**config.mk**
```make
export PLATFORM = sky130hd
export DESIGN_NAME = endian_conv_pipe
export DESIGN_NICKNAME = d
export VERILOG_FILES = /design/src/rtl/endian_conv_pipe.sv
export SDC_FILE = /design/constraint.sdc
export NUM_CORES = 1
export LEC_CHECK = 0
export CAP_MARGIN = 20
export CORE_AREA = 5 5 69 133
export DETAILED_ROUTE_END_ITERATION = 6
export DIE_AREA = 0 0 74 138
export GPL_ROUTABILITY_DRIVEN = 0
export PLACE_DENSITY = 0.9
export SYNTH_ARGS = -nofsm -noshare
export SYNTH_HDL_FRONTEND = slang
export SYNTH_SLANG_ARGS = --single-unit
```
**constraint.sdc**
```tcl
create_clock -name clk -period 3.2 [get_ports clk]
set_clock_uncertainty 0.15 [all_clocks]
set_input_delay 0.32 -clock clk [delete_from_list [all_inputs] [get_ports clk]]
set_output_delay 0.32 -clock clk [all_outputs]
set_load 0.01 [all_outputs]
```
**src/rtl/endian_conv_pipe.sv**
```systemverilog
// Per-lane bit/byte-order converter feeding a 2-entry registered output FIFO.
// Modes: 0 pass, 1 full bit-reverse, 2 byte-swap, 3 bit-reverse within each byte.
module endian_conv_pipe #(
    parameter int CH     = 2,
    parameter int DATA_W = 16,
    parameter int CNT_W  = 16
) (
    input  logic                 clk,
    input  logic                 rst,
    input  logic                 in_valid,
    output logic                 in_ready,
    input  logic [1:0]           in_mode,
    input  logic [CH*DATA_W-1:0] in_data,
    output logic                 out_valid,
    input  logic                 out_ready,
    output logic [1:0]           out_mode,
    output logic [CH*DATA_W-1:0] out_data,
    output logic [CNT_W-1:0]     xfer_cnt
);

    localparam int BYTES = DATA_W / 8;
    localparam int W     = CH * DATA_W;

    localparam logic [1:0] MODE_BITREV         = 2'd1;
    localparam logic [1:0] MODE_BYTESWAP       = 2'd2;
    localparam logic [1:0] MODE_BITREV_IN_BYTE = 2'd3;

    generate
        if (DATA_W % 8 != 0 || DATA_W == 0) begin : g_bad_width
            $error("endian_conv_pipe: DATA_W must be a non-zero multiple of 8");
        end
    endgenerate

    typedef enum logic [1:0] {
        OCC_EMPTY = 2'd0,
        OCC_ONE   = 2'd1,
        OCC_FULL  = 2'd2
    } occ_e;

    logic [W-1:0] rev_bits;
    logic [W-1:0] swap_bytes;
    logic [W-1:0] rev_in_byte;
    logic [W-1:0] conv_data;

    // Each transform is a fixed wire permutation inside one lane.
    for (genvar k = 0; k < CH; k++) begin : g_lane
        for (genvar i = 0; i < DATA_W; i++) begin : g_bit
            localparam int LO = k * DATA_W;
            assign rev_bits[LO + i]                              = in_data[LO + DATA_W - 1 - i];
            assign swap_bytes[LO + (BYTES - 1 - i / 8) * 8 + i % 8] = in_data[LO + i];
            assign rev_in_byte[LO + (i / 8) * 8 + 7 - i % 8]     = in_data[LO + i];
        end
    end

    always_comb begin
        conv_data = in_data;
        case (in_mode)
            MODE_BITREV:         conv_data = rev_bits;
            MODE_BYTESWAP:       conv_data = swap_bytes;
            MODE_BITREV_IN_BYTE: conv_data = rev_in_byte;
            default:             conv_data = in_data;
        endcase
    end

    // Handshake: a beat moves on an edge where valid & ready are both 1; valid
    // never waits on ready, and in_ready is registered (no path from out_ready).
    occ_e         occ;
    logic [W-1:0] tail_data;
    logic [1:0]   tail_mode;
    logic         push;
    logic         pop;

    assign push = in_valid & in_ready;
    assign pop  = out_valid & out_ready;

    always_ff @(posedge clk) begin
        if (rst) begin
            occ       <= OCC_EMPTY;
            in_ready  <= 1'b1;
            out_valid <= 1'b0;
            out_data  <= '0;
            out_mode  <= '0;
            tail_data <= '0;
            tail_mode <= '0;
            xfer_cnt  <= '0;
        end else begin
            if (pop) begin
                xfer_cnt <= xfer_cnt + CNT_W'(1);
            end
            case (occ)
                OCC_EMPTY: begin
                    if (push) begin
                        out_data  <= conv_data;
                        out_mode  <= in_mode;
                        out_valid <= 1'b1;
                        occ       <= OCC_ONE;
                    end
                end
                OCC_ONE: begin
                    if (push && pop) begin
                        out_data <= conv_data;
                        out_mode <= in_mode;
                    end else if (push) begin
                        tail_data <= conv_data;
                        tail_mode <= in_mode;
                        in_ready  <= 1'b0;
                        occ       <= OCC_FULL;
                    end else if (pop) begin
                        out_valid <= 1'b0;
                        occ       <= OCC_EMPTY;
                    end
                end
                OCC_FULL: begin
                    if (pop) begin
                        out_data <= tail_data;
                        out_mode <= tail_mode;
                        in_ready <= 1'b1;
                        occ      <= OCC_ONE;
                    end
                end
                default: begin
                    out_valid <= 1'b0;
                    in_ready  <= 1'b1;
                    occ       <= OCC_EMPTY;
                end
            endcase
        end
    end

endmodule

```
==> qor.yml <==
power_and_ir_drop:
  cellPowerDensity_mw_per_mm2: 553.1
  ir_drop_mv: 0.3142
  leakagePower_uw: 0.001890
cells_and_area:
  final_nets: 592
  syn2layout_area_growth_pct: 28.67
  mostFrequentLayoutCell: "nand2_1"
  drive_gt1_share_pct: 11.29
  fin_util_pct: 68.92
  final_cell_mix: "150 x nand2_1, 88 x dfxtp_1, 87 x clkdlybuf4s50_1, 45 x nor2_1, 44 x a21oi_1"
  n_antenna_cell: 0
floorplanning:
  die_h_um: 138
  start_util_pct: 53.57
  core_area_mm2: 0.008000
  die_x_um: 74
  io_pins: 90
  die-area_mm2: 0.01021
  row_count: 46
critical_path:
  start_kind: "primary input"
  critPathMaxFanout: 8
  worst_ep_arrival_time_ns: 2.19
  end_kind: "flip-flop"
  crit_required_ns: 3.31
  path_class: "in2reg"
drt:
  viasPerCell: 6.070
  drtAntennaViolNets: 0
  wl_met3_um: 725
  drtPass1Iterations: 5
  wl_met2_mm: 6.102
  drt_iter0_markers: 218
  routedWlPerCell_um: 16.95
  num_vias: 3970
  finalWirelength_mm: 11.09
  top_layer_used: "met4"
  wl_met1_mm: 3.913
  drc: 0
clock_network:
  htreeDepth: 3
  clk_pin_slew_ns: 0.06
  clkSinkCount: 88
  cts_setup_buffers: 0
  ctsResizeCount: 0
  hold_buffers: 0
  clk_path_buf_depth: 2
  root_buffer: "clkbuf_16"
  cts_buffers: 9
  clk_latency_ns: 0.34
  tritoncts: "done"
worst_hold_path:
  hp-class: "reg2reg"
grt:
  grt_pass1_vias: 3898
  grt_pass1_wl_mm: 18.26
  grt_max_degree: 69
  antenna_found_initial: 0
  grt_overflow: 0
  grt_use_total_pct: 22.24
yosys:
  syn_inst: 486
  synth-seq-area-share_pct: 41.11
  yosys-top-cells-area: "dfxtp_1 41%, mux4_2 17%, nand2_1 13%"
  syn_nets: 525
  avgSynthCellArea_um2: 8.818
  ys_async_sr_fraction_pct: 0
  synth-seq-cells: 88
  synth_enable_flop_cells: 0
  synth_cell_types: 33
  synth-warning-count: 0
  ys.flop_type: "dfxtp_1"
  synth_top_area_cell: "dfxtp_1"
  netlist_area_mm2: 0.004285
  netlist.area_leader.share_pct: 41.11
sta:
  tightest_slew_ns: 0.7913
  drv_slew: 0
  setup_viol: 0
  slew_headroom_pct: 47.25
  setup_tns_ns: 0
  min_period_over_period_pct: 64.80
  rsz0062_at_grt: "false"
  max_clock_freq_mhz: 482.3
  whs_ns: 0.3060
  period_minus_slack_ns: 2.074
  hold_viol: 0
placed_design:
  io_buffers: 89
  hpwl_mm: 7.705
run_status:
  status: "finished, final reports clean"
job:
  drv_cap: 0
## per-stage QoR
step / instances / instance area, um^2 / setup WS (ns) / power, uW
2_1_floorplan: 486 / 4285 / 1.303 / 1739
3_3_place_gp: 638 / 5231 / 0.8435 / 2061
3_5_place_dp: 638 / 5231 / 0.8027 / 2094
4_1_cts: 654 / 5514 / 1.141 / 3069
5_1_grt: 654 / 5514 / 1.006 / 3198
6_report: 654 / 5514 / 1.126 / 3050
## sequential cells by signal (all words and copies together) (netlist names)
name / flops
in_ready: 1
occ: 2
out_data: 32
out_mode: 2
out_valid: 1
tail_data: 32
tail_mode: 2
xfer_cnt: 16
## logic make-up after synthesis
family	share of synthesized area [%]
multiplexers	17.05
buffers and inverters	4.321
AND/OR/NAND/NOR	21.23
XOR/XNOR	2.044
AO/OA/AOI/OAI	13.96
flip-flops	41.11
adder cells (fa/ha/maj)	0.2919
## where the power goes
group	total (uW)	switching, uW	internal, uW
Sequential	1300	80.3	1220
Clock	975	443	532
Combinational	778	393	385
Total	3050	917	2130
## final cells by class
class                           instances  area [um^2]
Inverter                                5        18.77
Clock buffer                            9        225.2
Multi-Input combinational cell        352         2352
Clock inverter                          7        57.56
Sequential cell                        88         1762
Tap cell                               96        120.1
Fill cell                             594         2486
Timing Repair Buffer                   97        978.4
## layer usage
metal	global-route usage, %	vias up
met5	0	-
met4	9.647	0
met3	3.628	24
met2	39.33	169
met1	25.29	1922
li1	-	1855
## synthesized netlist by cell type (2+ instances only)
library cell,count
nand2_1,150
dfxtp_1,88
nor2_1,45
a21oi_1,44
a311oi_1,34
mux4_2,32
clkbuf_1,31
buf_2,10
xnor2_1,7
inv_1,5
nand4_1,5
nor3_1,5
or3_1,3
xor2_1,3
a31o_1,2
and2_1,2
nand3_1,2
o21ai_1,2
o21bai_1,2
## critical path, cell delays in order
cell and delay [ns]:
clkdlybuf4s50_1 0.58, nand4_4 0.18, or4_4 0.59, or3_1 0.36, a21oi_1 0.15
## final timing paths
| path | startpoint | to | slack (ns) | cells past startpoint |
|---|---|---|---|---|
| hold / removal | tail_data[24]$_SDFFE_PP0P_ | tail_data[24]$_SDFFE_PP0P_ | 0.31 | 2 |
| hold reg to reg | tail_data[24]$_SDFFE_PP0P_ | tail_data[24]$_SDFFE_PP0P_ | 0.31 | 2 |
| setup / recovery | out_ready | xfer_cnt[14]$_SDFFE_PP0P_ | 1.13 | 5 |
| setup reg to reg | occ[1]$_SDFFE_PP0P_ | out_data[22]$_SDFFE_PP0P_ | 1.16 | 6 |
Power figures use the tool's default switching activity.
